**config.mk**
```make
export PLATFORM = sky130hd
export DESIGN_NAME = pc_fetch_ctrl
export DESIGN_NICKNAME = d
export VERILOG_FILES = /design/src/rtl/pc_fetch_ctrl.sv
export SDC_FILE = /design/constraint.sdc
export NUM_CORES = 1
export LEC_CHECK = 0
export BUFFER_PORTS_ARGS = -buffer_cell sky130_fd_sc_hd__buf_2
export CORE_ASPECT_RATIO = 0.6
export CORE_MARGIN = 2
export CORE_UTILIZATION = 30
export CTS_BUF_LIST = sky130_fd_sc_hd__clkbuf_16
export CTS_CLUSTER_DIAMETER = 100
export CTS_CLUSTER_SIZE = 20
export DETAILED_ROUTE_END_ITERATION = 10
export HOLD_SLACK_MARGIN = 0.12
export SLEW_MARGIN = 20
export SYNTH_ARGS = -nofsm -noshare
export SYNTH_HDL_FRONTEND = slang
export SYNTH_SLANG_ARGS = --single-unit
```
**constraint.sdc**
```tcl
create_clock -name clk -period 2.2 [get_ports clk]
set_input_delay 0.44 -clock clk [delete_from_list [all_inputs] [get_ports clk]]
set_output_delay 0.44 -clock clk [all_outputs]
set_load 0.01 [all_outputs]
```
**src/rtl/pc_fetch_ctrl.sv**
```systemverilog
// Fetch PC sequencer: advances the PC, freezes on unresolved branches, redirects on taken ones.
// All outputs are registered; stall_in freezes fetch without losing the current PC.
module pc_fetch_ctrl #(
  parameter logic [31:0] RESET_PC = 32'h0000_0000
) (
  input  logic        clk,
  input  logic        rst,
  input  logic        br_valid,
  input  logic        j_accept,
  input  logic        j_wait,
  input  logic [31:0] j_addr,
  input  logic        stall_in,
  output logic [31:0] pc_addr,
  output logic        fetch_valid,
  output logic        flush,
  output logic        hold,
  output logic        misalign_err,
  output logic [15:0] redirect_cnt
);

  typedef enum logic [1:0] {RUN, HOLD, FLUSH} state_e;

  state_e      state_q, state_d;
  logic [31:0] pc_q, pc_d;
  logic        fv_q, fv_d;
  logic        fresh_q, fresh_d;
  logic        mis_q, mis_d;
  logic [15:0] cnt_q, cnt_d;
  logic        taken, waiting, redirect, advance;

  assign taken   = br_valid & j_accept;
  assign waiting = br_valid & j_wait & ~j_accept;

  always_comb begin
    state_d  = state_q;
    pc_d     = pc_q;
    fv_d     = 1'b0;
    fresh_d  = fresh_q;
    mis_d    = mis_q;
    cnt_d    = cnt_q;
    redirect = 1'b0;
    advance  = 1'b0;

    case (state_q)
      RUN: begin
        if (taken)        redirect = 1'b1;
        else if (waiting) state_d  = HOLD;
        else              advance  = 1'b1;
      end
      HOLD: begin
        if (taken) begin
          redirect = 1'b1;
        end else if (!waiting) begin
          state_d = RUN;
          advance = 1'b1;
        end
      end
      FLUSH: begin
        state_d = RUN;
        advance = 1'b1;
      end
      default: state_d = RUN;
    endcase

    if (redirect) begin
      state_d = FLUSH;
      pc_d    = {j_addr[31:2], 2'b00};
      fresh_d = 1'b0;
      if (cnt_q != 16'hFFFF) cnt_d = cnt_q + 16'd1;
      if (j_addr[1:0] != 2'b00) mis_d = 1'b1;
    end

    // The reset PC has never been issued, so the first advance presents it instead of skipping it.
    if (advance && !stall_in) begin
      fv_d    = 1'b1;
      fresh_d = 1'b0;
      if (!fresh_q) pc_d = pc_q + 32'd4;
    end
  end

  always_ff @(posedge clk) begin
    if (rst) begin
      state_q <= RUN;
      pc_q    <= RESET_PC;
      fv_q    <= 1'b0;
      fresh_q <= 1'b1;
      mis_q   <= 1'b0;
      cnt_q   <= 16'h0000;
    end else begin
      state_q <= state_d;
      pc_q    <= pc_d;
      fv_q    <= fv_d;
      fresh_q <= fresh_d;
      mis_q   <= mis_d;
      cnt_q   <= cnt_d;
    end
  end

  assign pc_addr      = pc_q;
  assign fetch_valid  = fv_q;
  assign flush        = (state_q == FLUSH);
  assign hold         = (state_q == HOLD);
  assign misalign_err = mis_q;
  assign redirect_cnt = cnt_q;

endmodule

```
# Word level (Yosys, flattened, before mapping)

Index checks and enable logic that the tools add are counted.

Flip-flop bits (word level): 53
Output and inout bits: 52

Add/subtract/negate cells: 2
Equality and inequality tests: 11
Multiplexer cells: 17
Bitwise logic cells: 4
Reduce and logical (&&, ||, !) cells: 11

Operator list:

| kind                                                                    | number |
|---|---|
| 32-bit two-way mux                                                      | 3 |
| 32-bit by 3-bit adder with 32-bit output, second input constant         | 1 |
| 16-bit by 1-bit adder with 16-bit output, second input constant         | 1 |
| 16-bit inequality test, second input constant                           | 1 |
| 2-bit two-way mux                                                       | 5 |
| 2-bit inequality test, second input constant                            | 4 |
| 4-bit AND reduction                                                     | 2 |
| 1-bit two-way mux                                                       | 7 |
| 3-bit by 2-bit inequality test with 1-bit output, second input constant | 2 |
| 3-bit inequality test, second input constant                            | 2 |
| 2-bit one-hot mux with 2 select lines                                   | 1 |
| 2-bit AND reduction                                                     | 2 |
| 2-bit nonzero test                                                      | 2 |
| 2-bit OR reduction                                                      | 2 |
| 1-bit AND                                                               | 3 |
| 2-bit by 1-bit == test with 1-bit output, second input constant         | 1 |
| 2-bit == test, second input constant                                    | 1 |
| 2-bit zero test                                                         | 1 |
| 1-bit one-hot mux with 2 select lines                                   | 1 |
| 1-bit logical AND                                                       | 1 |
| 1-bit zero test                                                         | 1 |
| 1-bit inverter                                                          | 1 |

# Longest topological paths before layout

Word-level depth: 7
Depth in mapped cells: 8

# Least setup slack after synthesis

Ideal clock, no wire load.

Path type: reg-to-reg
From: register pc_q[2], in the netlist pc_addr[2]
To: register pc_q[30], in the netlist pc_addr[30]
Library setup time: 0.074 ns
Arrival time: 1.807 ns
Required time: 2.126 ns
Path slack: 0.318 ns
Stages on the path, launching flop included: 7
Buffers on the path: 0
Clock period less this slack: 1.882 ns
Cell sequence: dfxtp_1 > ha_1 > nand3_2 > nor3_4 > nand3_2 > or4_1 > a31oi_1

Word-level cells in the longest chain between the ends: 3

RTL lines:

| what                                     | line | RTL |
|---|---|---|
| start, declared                          | 24   | `logic [31:0] pc_q, pc_d;` |
| start signal, assigned                   | 91   | `pc_q <= pc_d;` |
| 32-bit by 3-bit adder with 32-bit output | 77   | `if (!fresh_q) pc_d = pc_q + 32'd4;` |
| 32-bit two-way mux                       | 77   |  |
| 32-bit two-way mux                       | 74   | `if (advance && !stall_in) begin` |

No other way between the ends.
A chain may end at the register's enable or synchronous reset.

# Worst setup path in the final report

Ends and elaborated chain as after synthesis.

==> results_dict.tcl <==
set metrics [dict create \
    wirelength_um 8780 \
    holdBufCountCts 0 \
    min_to "pc_addr[19]" \
    ys_ff_latch 53 \
    grt_pass1_vias 2584 \
    die_area_mm2 0.0103 \
    postCtsSetupRepairBufs 0 \
    worstSetupStartpoint "pc_addr[2]" \
    synth_area_mm2 0.00285 \
    ys.warnings.count 0 \
    grt_pass1_wl_um 13800 \
    rrSetupSlack_ns 0.17 \
    p_per_area_mw_per_mm2 582 \
    hold_slack_ns 0.394 \
    multiInputGateArea_mm2 0.00168 \
    grt_antenna_before_repair 0 \
    ys_seq_area_frac 0.372 \
    chipHeight_um 79.5 \
    cp.arrival_ns 2.25 \
    syn-num-nets 390 \
    place_area_mm2 0.00350 \
    grt_usage 0.171 \
    rsz0062_at_grt "false" \
    hold_start "j_addr[19]" \
    drc 0 \
    wl_per_cell_um 15.4 \
    numCtsBuffers 5 \
    hold_class "in -> reg" \
    synth_top_area_frac 0.372 \
    cts.sinks 53 \
    register_area_mm2 0.00106 \
    cts_tree "done" \
    nFillCells 973 \
    detailedRoute.firstPassIterationCount 4 \
    slew_headroom 0.644 \
    synth_area_per_cell_um2 8.14 \
    cp_max_fo 9 \
    end_kind "register" \
    layoutNonFillerInstCount 569 \
    place_congestion 0.869 \
    fmax_mhz 492 \
    outcome "finished, final reports clean" \
    power_uw 2120 \
    grt_start_max_net_pins 27 \
    core.rowCount 27 \
    finalHoldViolCount 0 \
    vias 2982 \
    postRouteAntennaNets 0 \
    yosysTopAreaCell "dfxtp_1" \
    synth-main-ff-cell "dfxtp_1" \
    core_mm2 0.00919 \
    rr_startpoint "pc_addr[2]" \
    syn_to_final_growth_pct 27.7 \
    post-route-period-util 0.923 \
    synth_edf_count 0 \
    first_iter_violations 226 \
    async_flop_share 0 \
    post_cts_resized 0 \
    reg2reg_depth 6 \
    cts_buffer_depth 2 \
    post-place-cells 561 \
    leakagePower_uw 0.00153 \
    max_cap_violations 0 \
    portBuffers 89 \
    initial_core_util 0.310 \
    reg2reg_to "pc_addr[30]" \
    startpoint_type "register" \
    root_buffer "clkbuf_16" \
    die_w_um 130 \
    worst_pin_slew_ns 0.533 \
    viasPerCell 5.24 \
    final_area_mm2 0.00364 \
    tns_ns 0 \
    clk_pin_slew_worst_paths_ns 0.07 \
    yosysMostFrequentCell "dfxtp_1" \
    ioPinCount 90 \
    nets 478 \
    clk_latency_ns 0.30 \
    period_minus_slack_ns 2.03 \
    grt-ovfl-total 0 \
    fin_skew_ns 0.00793 \
    htree_levels 2 \
    path_class "reg -> reg" \
    yosys-top-cells-area "dfxtp_1 37%, nor2_1 5.9%, a21oi_1 4.9%" \
    dp_hpwl_um 6390 \
    finalSetupViolCount 0 \
    worstPathRequired_ns 2.42 \
    synthTopCellsByCount "53 x dfxtp_1, 45 x nor2_1, 28 x a21oi_1" \
    drive_gt1_frac 0.280 \
    irDropWorstVdd_mv 0.283 \
    min_delay_path_depth 3 \
    synth_cell_types 54 \
    synthCells 350 \
    drv_slew 0 \
    antenna_cells 0 \
]
logic make-up after synthesis:
logic type | count (synthesis) | share of synthesized area
compound gates | 87 | 0.191
xor+xnor | 23 | 0.0707
fa+ha+maj | 2 | 0.00878
buf+inv | 27 | 0.0395
flops | 53 | 0.372
mux | 3 | 0.0110
simple gates | 155 | 0.307
worst max-delay path, stage by stage, from the launching register on:
cell and delay, ns:
dfxtp_1 0.45, ha_1 0.25, nand3_2 0.15, nor3_4 0.38
nand3_2 0.15, or4_1 0.41, a31oi_1 0.18
cell type report:
class                   instances  area share
clock buffers                   5      0.0344
flip-flops and latches         53       0.291
inverters                       5     0.00515
clock inverters                 3     0.00481
multi-input cells             270       0.462
repair buffers                103       0.158
well taps                     130      0.0447
sequential cells by signal, summed over array words and instances, names as in the netlist:
name,flops
fetch_valid,1
misalign_err,1
state_q,2
fresh_q,1
pc_addr,32
redirect_cnt,16
placed cells by master, fill, tap and decap left out, types with 6 or more instances in the layout:
cell type / n
a211oi_1: 7
a21oi_1: 28
a22oi_1: 6
a31oi_1: 9
and3_1: 10
buf_2: 89
buf_4: 12
dfxtp_1: 53
nand2_1: 27
nand3_1: 12
nand4_1: 18
nor2_1: 45
o21ai_1: 12
xnor2_1: 7
xor2_1: 16
metal layers:
metal  track usage  up-vias  routed length (um)  share of wire
met5             0        -                   0              0
met4        0.0473        0                 115          0.013
met3        0.0469       10                 662          0.075
met2         0.237      103                3450           0.39
met1         0.256     1406                4550           0.52
li1              -     1463                   -              -
power by group:
part / total, uW / internal, uW / switching (uW)
registers: 1050 / 999 / 53.0
clock network: 786 / 419 / 367
logic: 280 / 124 / 157
total: 2120 / 1540 / 576
per-stage QoR:
stage | utilization | worst slack (ns)
2_1_floorplan | - | 0.318
3_3_place_gp | 0.381 | 0.264
3_5_place_dp | 0.381 | 0.195
4_1_cts | 0.396 | 0.162
5_1_grt | 0.396 | 0.0327
6_report | 0.396 | 0.169
worst max path at each step:
stage,endpoint,slack [ns],depth (start not counted)
6_report,pc_addr[30],0.17,6
3_3_place_gp,pc_addr[30],0.26,6
3_5_place_dp,pc_addr[30],0.20,6
5_1_grt,pc_addr[30],0.03,6
2_1_floorplan,pc_addr[30],0.32,6
4_1_cts,pc_addr[30],0.16,6
No activity file was read; power rests on OpenSTA's default activity.
